**config.mk**
```make
export PLATFORM = sky130hd
export DESIGN_NAME = muldiv_unit
export DESIGN_NICKNAME = d
export VERILOG_FILES = /design/src/rtl/muldiv_unit.sv
export SDC_FILE = /design/constraint.sdc
export NUM_CORES = 1
export LEC_CHECK = 0
export CAP_MARGIN = 30
export CORE_MARGIN = 3
export CORE_UTILIZATION = 40
export CTS_CLUSTER_SIZE = 12
export DETAILED_ROUTE_END_ITERATION = 8
export GPL_ROUTABILITY_DRIVEN = 0
export PLACE_DENSITY = 0.68
export SLEW_MARGIN = 25
export SYNTH_ARGS = -nofsm -noshare
export SYNTH_HDL_FRONTEND = slang
export SYNTH_SLANG_ARGS = --single-unit
```
**constraint.sdc**
```tcl
create_clock -name clk -period 4.5 [get_ports clk]
set_input_delay 0.9 -clock clk [delete_from_list [all_inputs] [get_ports clk]]
set_output_delay 0.9 -clock clk [all_outputs]
set_load 0.005 [all_outputs]
```
**src/rtl/muldiv_unit.sv**
```systemverilog
// muldiv_unit: iterative 32x32 multiplier and restoring divider, one bit per RUN cycle.
// The divider is built only when MULDIV_DIV_EN is defined; otherwise divide ops finish at once with zero results.
module muldiv_unit (
   input  logic        clk,
   input  logic        rst_n,
   input  logic        start,
   input  logic [1:0]  op,
   input  logic [31:0] in1,
   input  logic [31:0] in2,
   output logic        busy,
   output logic        done,
   output logic [31:0] hi,
   output logic [31:0] lo,
   output logic        div_by_zero
);

   typedef enum logic [1:0] {IDLE, RUN, DONE} state_t;

   state_t      state;
   logic [4:0]  cnt;
   logic [63:0] acc;
   logic [31:0] operand;
   logic        neg_lo;
   logic [31:0] a_mag;
   logic [31:0] b_mag;
   logic [32:0] mul_sum;
   logic [63:0] step_next;
   logic [63:0] prod_signed;
   logic [31:0] res_hi;
   logic [31:0] res_lo;
   logic        res_dbz;
`ifdef MULDIV_DIV_EN
   logic        is_div;
   logic        neg_hi;
   logic        div_zero;
   logic [31:0] dividend;
   logic [33:0] div_diff;
`endif

   // Signed ops iterate on magnitudes; the sign is reapplied when entering DONE.
   assign a_mag = (~op[0] & in1[31]) ? (32'd0 - in1) : in1;
   assign b_mag = (~op[0] & in2[31]) ? (32'd0 - in2) : in2;

   always_comb begin
      mul_sum   = {1'b0, acc[63:32]} + {1'b0, operand};
      step_next = acc[0] ? {mul_sum, acc[31:1]} : {1'b0, acc[63:32], acc[31:1]};
`ifdef MULDIV_DIV_EN
      // acc holds {remainder, dividend/quotient}; the trial subtract uses the shifted remainder.
      div_diff = {1'b0, acc[63:31]} - {2'b00, operand};
      if (is_div) begin
         if (div_diff[33])
            step_next = {acc[62:0], 1'b0};
         else
            step_next = {div_diff[31:0], acc[30:0], 1'b1};
      end
`endif
   end

   always_comb begin
      prod_signed = neg_lo ? (64'd0 - step_next) : step_next;
      res_hi      = prod_signed[63:32];
      res_lo      = prod_signed[31:0];
      res_dbz     = 1'b0;
`ifdef MULDIV_DIV_EN
      if (is_div) begin
         res_lo = neg_lo ? (32'd0 - step_next[31:0]) : step_next[31:0];
         res_hi = neg_hi ? (32'd0 - step_next[63:32]) : step_next[63:32];
         if (div_zero) begin
            res_lo  = 32'hFFFF_FFFF;
            res_hi  = dividend;
            res_dbz = 1'b1;
         end
      end
`endif
   end

   always_ff @(posedge clk or negedge rst_n) begin
      if (!rst_n) begin
         state       <= IDLE;
         cnt         <= 5'd0;
         acc         <= 64'd0;
         operand     <= 32'd0;
         neg_lo      <= 1'b0;
         busy        <= 1'b0;
         done        <= 1'b0;
         hi          <= 32'd0;
         lo          <= 32'd0;
         div_by_zero <= 1'b0;
`ifdef MULDIV_DIV_EN
         is_div      <= 1'b0;
         neg_hi      <= 1'b0;
         div_zero    <= 1'b0;
         dividend    <= 32'd0;
`endif
      end else begin
         done <= 1'b0;
         case (state)
            IDLE: begin
               if (start) begin
                  cnt    <= 5'd0;
                  busy   <= 1'b1;
                  neg_lo <= ~op[0] & (in1[31] ^ in2[31]);
`ifdef MULDIV_DIV_EN
                  is_div   <= op[1];
                  neg_hi   <= ~op[0] & in1[31];
                  div_zero <= op[1] & (in2 == 32'd0);
                  dividend <= in1;
                  acc      <= {32'd0, op[1] ? a_mag : b_mag};
                  operand  <= op[1] ? b_mag : a_mag;
                  state    <= RUN;
`else
                  if (op[1]) begin
                     state       <= DONE;
                     done        <= 1'b1;
                     hi          <= 32'd0;
                     lo          <= 32'd0;
                     div_by_zero <= 1'b0;
                  end else begin
                     acc     <= {32'd0, b_mag};
                     operand <= a_mag;
                     state   <= RUN;
                  end
`endif
               end
            end
            RUN: begin
               acc <= step_next;
               cnt <= cnt + 5'd1;
               if (cnt == 5'd31) begin
                  state       <= DONE;
                  done        <= 1'b1;
                  hi          <= res_hi;
                  lo          <= res_lo;
                  div_by_zero <= res_dbz;
               end
            end
            DONE: begin
               state <= IDLE;
               busy  <= 1'b0;
            end
            default: state <= IDLE;
         endcase
      end
   end

endmodule

```
# After elaboration in Yosys (flattened, before gate mapping)
# Index checks and enable logic that the tools add are counted.
# totals
reg_bits	171
in_bits	69
out_inout_bits	67
word_cells	67
# classes
n_addsub	5
n_eq_ne	7
mux	29
n_bitwise	6
reduce_logical	10
# ops
operator	n
$mux 64	4
$mux 32	6
$pmux 32 s2	2
$pmux 64 s2	1
$sub 1x32->32 const A	2
$sub 1x64->64 const A	1
$add 32x32->33	1
$pmux 5 s2	1
$ne 2x2->1 const B	4
$reduce_and 2->1	4
$mux 1	7
$mux 2	3
$pmux 1 s2	3
$reduce_and 3->1	2
$add 5x1->5 const B	1
$eq 5x5->1 const B	1
$mux 5	1
$pmux 2 s2	1
$reduce_and 4->1	1
$reduce_bool 2->1	2
$and 1x1->1	3
$eq 2x1->1 const B	1
$eq 2x2->1 const B	1
$logic_not 2->1	1
2 further kinds	3

# Longest topological paths before layout
# Gate-level depths: netlist of run 1.
# logic_depth
depth_word	6
ltp_mapped	14
depth_no_buf	13

# Least setup slack after synthesis of run 1
# No wires, ideal clock.
# synth_timing
path_type	reg-to-reg
start	register acc[32]
end	register hi[29]
setup_ns	0.128
t_arrival_ns	3.460
required_time_ns	4.372
path_slack_ns	0.912
path_stages_with_launch	15
n_path_buf	1
period_less_slack_ns	3.588
cell_sequence	dfrtp_1 ha_1 fa_1 a21o_1 a221o_1 a221oi_2 o31ai_1 a21oi_1 mux2i_1 nor2_1 o31a_1 buf_2 o41ai_2 xnor2_1 o21ai_1
# synth_between
elab_chain_cells	6
# synth_lines
item	line	source
from (decl)	21	logic [63:0] acc;
from (signal assigned)	119	acc <= {32'd0, b_mag};
from (signal assigned)	127	acc <= step_next;
$add 32x32->33	45	mul_sum = {1'b0, acc[63:32]} + {1'b0, operand};
$mux 64 (*)	46	step_next = acc[0] ? {mul_sum, acc[31:1]} : {1'b0, acc[63:32], acc[31:1]};
$sub 1x64->64	60	prod_signed = neg_lo ? (64'd0 - step_next) : step_next;
$mux 64 (*)	60	
$mux 32 (*)	129	if (cnt == 5'd31) begin
$pmux 32 s2 (*)	97	case (state)
to (signal assigned)	132	hi <= res_hi;
to (decl)	12	output logic [31:0] hi,
# Every way passes the cells marked *; elsewhere a longest branch is shown, timed or not. The select of a mux whose other input is x is not followed.
# A chain may end at the register's enable or synchronous reset.

# Worst setup path after layout of run 1
# Same ends and word-level chain as after synthesis.

==> run_results.csv, run 1 <==
group,metric,value,unit
routing,wirelength,34.5,mm
finish,multi_input_area,6970,µm²
setup_path,cp_slowest_stage_delay,0.43,ns
logic_synthesis,postSynthCellCount,1389,
timing,min_period,4.01,ns
logic_synthesis,synth-async-reset-ratio,100,%
finish,final_common_cell,"nand2_1",
floorplan,core-area,28200,µm²
finish,fin_area,13900,µm²
logic_synthesis,yosysSeqAreaShare,36.6,%
timing,finalCritPeriodShare,89.0,%
grt,grt_remaining_overflow,0,
finish,drive_gt1_share,6.57,%
logic_synthesis,synth.distinct_cells,86,
grt,grt_max_degree,99,
timing,setup_tns,0,ns
placed_design,dp_hpwl,25.7,mm
grt,grt_pass1_vias,10157,
routing,vias,10877,
floorplan,dieArea,31100,µm²
cts,cts_resized,0,
routing,vias_per_cell,5.82,
setup_path,crit_path_start_kind,"flop",
logic_synthesis,synth_seq_cells,170,
timing,hold_viol,0,
grt,grt_pass1_wl,55.2,mm
run,maxCapViolCount,0,
cts,clock_latency,0.45,ns
cts,clock_path_buffers,2,
logic_synthesis,syn_nets,1496,
timing,worstMarginPinSlew,0.945,ns
routing,dr.pass1.iters,5,
floorplan,fp.dieW,176,µm
timing,finalClockSkew,0.0149,ns
floorplan,die_y,176,µm
placed_design,place_area,13300,µm²
setup_path,slowest_stage,"o31a_1",
cts,cts.sinks,170,
setup_path,path_cells,"ha_1, fa_1, a21o_1, a221o_1, a221oi_2, o31ai_1, a21oi_1, mux2i_1, nor2_1, o31a_1, o41ai_2, xnor2_1, o21ai_1",
logic_synthesis,netlist_area,11600,µm²
finish,seqCellArea,4260,µm²
power_and_ir_drop,powerDensity,818,nW/µm²
cts,postCtsSetupRepairBufs,0,
grt,antenna_found_initial,0,
finish,layout.nets,1586,
routing,drc_errors,0,
finish,layout_common_cells,"nand2_1, dfrtp_1, o21ai_0, clkdlybuf4s50_1, nor2_1",
power_and_ir_drop,leakagePower,5.62,nW
setup_path,path_max_fanout,9,
cts,clock-root-buffer,"clkbuf_16",
logic_synthesis,synth_flop_cell,"dfrtp_1",
min_path,holdCritPathClass,"input pin to async pin",
logic_synthesis,yosys_warnings,0,
timing,slew-limit-headroom,36.9,%
floorplan,num_rows,61,
timing,rsz0062_at_grt,"false",
placed_design,port_buffers,134,
cts,clk_pin_slew,0.08,ns
grt,grt_use_total,22.0,%
finish,fill_cells,2681,
setup_path,cp.required,4.81,ns
routing,drt_iter0_drc,995,
cts,cts_tree,"done",
setup_path,critPathKind,"flop to flop",
routing,wl_per_cell,18.4,µm
setup_path,crit_arrival,4.31,ns
finish,final_core_util,49.4,%
routing,drtAntennaViolNets,0,
cts,cts_made_buffers,17,
power_and_ir_drop,peakVddDrop,0.375,mV
floorplan,io_pins,136,
timing,fmax,0.250,GHz
floorplan,initial_core_util,41.2,%
setup_path,end_kind,"flop",
logic_synthesis,synth_edf_count,0,
timing,setup_violations,0,
run_status,status,"complete, no violations",
timing,finalMaxSlewViolations,0,
cts,cts_hold_buf,0,
logic_synthesis,syn_avg_cell_area,8.36,µm²
finish,area_growth,19.9,%
cts,htreeDepth,4,
finish,antenna_cells,0,
## report_power, final
| group | switching (W) | leakage, nW | internal [W] |
|---|---|---|---|
| Combinational | 0.00397 | 3.21 | 0.00277 |
| Clock | 0.000785 | 0.304 | 0.000772 |
| Sequential | 0.000813 | 2.10 | 0.00227 |
| Total | 0.00557 | 5.62 | 0.00581 |
## kinds of logic (layout without fill, tap and decap cells)
kind of cell	Yosys count	count (layout)	share of synthesized area (%)
flops	170	170	36.6
xor+xnor	131	131	9.88
mux	18	18	1.70
fa+ha+maj	38	38	4.16
buf+inv	104	207	3.54
other cells	1	1	0.0323
simple gates	495	495	20.3
compound gates	432	432	23.7
## registers in the layout, summed over array words and instances (netlist names)
register	cells
done	1
acc	64
neg_lo	1
hi	32
operand	32
busy	1
lo	32
cnt	5
state	2
## synthesized netlist by cell type (all sizes together), types with 9 or more instances
library cell,n,area share (%)
xor2,66,5.0
buf,18,0.75
or3,20,1.1
clkbuf,64,2.1
nand3,44,2.0
mux2i,17,1.6
nand2,190,6.2
nor3,29,1.3
nand2b,12,0.65
xnor2,65,4.9
o22ai,11,0.59
a31oi,15,0.81
o21ai,180,7.8
a21o,15,0.97
o41ai,9,0.74
dfrtp,170,37
inv,21,0.68
ha,37,4.0
nor4,17,0.97
o31ai,31,2.2
a221oi,23,2.1
nor2,115,3.7
a21oi,83,3.6
nand4,15,0.81
## critical path: cells and delay by family, from the launching register on
kind            cells  cell delay [ns]
flops               1             0.41
simple gates        1             0.08
xor+xnor            1             0.18
mux                 1             0.27
fa+ha+maj           2             0.67
compound gates      8             2.27
## path summary, 6_finish.rpt
kind	startpoint	end	slack [ns]	depth (start not counted)
worst min register to register	lo[19]	lo[19]	0.48	2
worst max-delay path	acc[32]	hi[29]	0.49	13
worst min-delay path	rst_n	operand[19]	0.31	1
worst max register to register	acc[32]	hi[29]	0.49	13
min in group clk	lo[19]	lo[19]	0.48	2
max in group asynchronous	rst_n	hi[30]	3.00	3
## stage by stage
| stage | power (W) | hold WS, ns | cells | setup slack, ns |
|---|---|---|---|---|
| 3_3_place_gp | 0.00954 | 0.462 | 1837 | 0.572 |
| 5_1_grt | 0.0123 | 0.315 | 1870 | 0.210 |
| 2_1_floorplan | 0.00743 | 0.454 | 1389 | 0.912 |
| 3_5_place_dp | 0.00970 | 0.469 | 1837 | 0.482 |
| 4_1_cts | 0.0113 | 0.487 | 1869 | 0.519 |
| 6_report | 0.0114 | 0.308 | 1870 | 0.494 |
## area by class of cell
cell class / count / share of cell area [%]
multi-input combinational: 1115 / 50.1
sequential: 170 / 30.6
timing repair buffer: 153 / 10.8
tap: 378 / 3.40
clock buffer: 17 / 3.06
clock inverter: 15 / 1.50
inverter: 22 / 0.593
## layer usage
| metal | global-route usage (%) | up-vias | routed length (µm) | part of all wire, % |
|---|---|---|---|---|
| li1 | - | 5212 | - | - |
| met1 | 33.9 | 5198 | 16300 | 47 |
| met2 | 31.6 | 427 | 14600 | 42 |
| met3 | 4.15 | 40 | 3000 | 8.7 |
| met4 | 5.79 | 0 | 567 | 1.6 |
| met5 | 0 | - | 0 | 0 |
Power figures use the tool's default switching activity.
==> run 2, diff against run 1 <==
--- a/config.mk
+++ b/config.mk
@@ -12,7 +12,7 @@
 export DETAILED_ROUTE_END_ITERATION = 8
 export GPL_ROUTABILITY_DRIVEN = 0
 export PLACE_DENSITY = 0.68
-export SLEW_MARGIN = 25
+export SLEW_MARGIN = 20
 export SYNTH_ARGS = -nofsm -noshare
 export SYNTH_HDL_FRONTEND = slang
 export SYNTH_SLANG_ARGS = --single-unit
==> run 2 against run 1 <==
Sequential share of layout area decreased by 0.085 points. Critical path depth unchanged. Non-clock buffer count increased by 2. Clock power about the same. Via count decreased by 0.21%. Worst setup slack got worse by 0.022 ns. Hold slack got worse by 0.0061 ns. First-iteration DRC count decreased by 1.7%. Largest cell class unchanged.
==> run_results.csv, run 2 (same netlist as run 1, synthesis figures left out) <==
group,metric,value,unit
run_status,status,"complete, no violations",
routing,vias_per_cell,5.80,
grt,antenna_found_initial,0,
cts,clock-root-buffer,"clkbuf_16",
floorplan,io_pins,136,
placed_design,port_buffers,134,
cts,cts_resized,0,
finish,fill_cells,2646,
finish,multi_input_area,6960,µm²
timing,setup_tns,0,ns
finish,layout_common_cells,"nand2_1, dfrtp_1, o21ai_0, clkdlybuf4s50_1, nor2_1",
grt,grt_pass1_wl,55.1,mm
timing,setup_violations,0,
timing,worst_slack,0.472,ns
finish,seqCellArea,4260,µm²
finish,fin_cells,1872,
timing,min_period,4.03,ns
setup_path,crit_path_start_kind,"flop",
routing,wl_per_cell,18.3,µm
run,maxCapViolCount,0,
cts,clock_path_buffers,2,
power_and_ir_drop,powerDensity,815,nW/µm²
placed_design,dp_hpwl,25.8,mm
power_and_ir_drop,leakagePower,5.64,nW
setup_path,critPathKind,"flop to flop",
finish,fin_area,14000,µm²
finish,layout.nets,1588,
timing,finalMaxSlewViolations,0,
floorplan,die_y,176,µm
floorplan,fp.dieW,176,µm
routing,vias,10854,
floorplan,num_rows,61,
routing,drt_iter0_drc,978,
finish,final_core_util,49.6,%
floorplan,dieArea,31100,µm²
timing,fmax,0.248,GHz
finish,largest_reg_flops,64,
cts,htreeDepth,4,
floorplan,initial_core_util,41.2,%
setup_path,crit_arrival,4.33,ns
cts,clock_latency,0.44,ns
timing,rsz0062_at_grt,"false",
timing,worstMarginPinSlew,0.902,ns
cts,cts.sinks,170,
finish,regMostFlops,"acc",
power_and_ir_drop,peakVddDrop,0.368,mV
routing,wirelength,34.2,mm
setup_path,cp.required,4.80,ns
grt,grt_use_total,21.9,%
routing,dr.pass1.iters,6,
timing,finalClockSkew,0.0163,ns
placed_design,dp.cells,1838,
routing,drtAntennaViolNets,0,
placed_design,place_area,13300,µm²
finish,drive_gt1_share,6.69,%
min_path,holdCritPathClass,"input pin to async pin",
finish,area_growth,20.3,%
timing,slew-limit-headroom,39.8,%
setup_path,r2r_cells,13,
finish,antenna_cells,0,
grt,grt_pass1_vias,10213,
cts,cts_tree,"done",
timing,finalCritPeriodShare,89.5,%
setup_path,end_kind,"flop",
cts,clk_pin_slew,0.08,ns
placed_design,place_ws,0.471,ns
cts,cts_made_buffers,17,
floorplan,core-area,28200,µm²
setup_path,path_max_fanout,9,
grt,grt_remaining_overflow,0,
timing,hold_viol,0,
grt,grt_max_degree,99,
finish,final_common_cell,"nand2_1",
routing,drc_errors,0,
cts,postCtsSetupRepairBufs,0,
cts,cts_hold_buf,0,
## run 2: critical path: stages, from the launching register on
cell      delay (ns)
dfrtp_1         0.41
ha_1            0.24
fa_1            0.41
a21o_1          0.22
a221o_1         0.38
a221oi_2        0.37
o31ai_1         0.15
a21oi_1         0.27
mux2i_1         0.28
nor2_1          0.08
o31a_1          0.43
o41ai_2         0.41
xnor2_1         0.16
o21ai_1         0.07
## run 2: report_power, final
part           switching, W  internal (W)  total (W)
combinational       0.00396       0.00279    0.00675
clock              0.000780      0.000775    0.00156
sequential         0.000811       0.00227    0.00308
total               0.00555       0.00583     0.0114
## run 2: worst paths after layout
path / slack [ns] / end / start
max: 0.47 / hi[29] / acc[32]
min: 0.30 / operand[18] / rst_n
max reg2reg: 0.47 / hi[29] / acc[32]
min reg2reg: 0.48 / hi[6] / hi[6]
max in group asynchronous: 3.23 / hi[6] / rst_n
min in group clk: 0.48 / hi[6] / hi[6]
## run 2: area by class of cell
cell class / instances / area share, %
multi-input combinational: 1115 / 49.9
sequential: 170 / 30.5
timing repair buffer: 155 / 11.1
tap: 378 / 3.39
clock buffer: 17 / 3.05
clock inverter: 15 / 1.50
inverter: 22 / 0.592
## run 2: layer usage
| layer | vias to the layer above | global-route usage, % | part of all wire (%) |
|---|---|---|---|
| met5 | - | 0 | 0 |
| met4 | 0 | 5.92 | 1.5 |
| met3 | 39 | 4.32 | 8.5 |
| met2 | 433 | 31.5 | 42 |
| met1 | 5167 | 33.3 | 48 |
| li1 | 5215 | - | - |
## run 2: through the flow
stage	total power [W]	hold WS, ns
2_1_floorplan	0.00743	0.454
3_3_place_gp	0.00954	0.462
3_5_place_dp	0.00970	0.469
4_1_cts	0.0113	0.487
5_1_grt	0.0123	0.306
6_report	0.0114	0.302
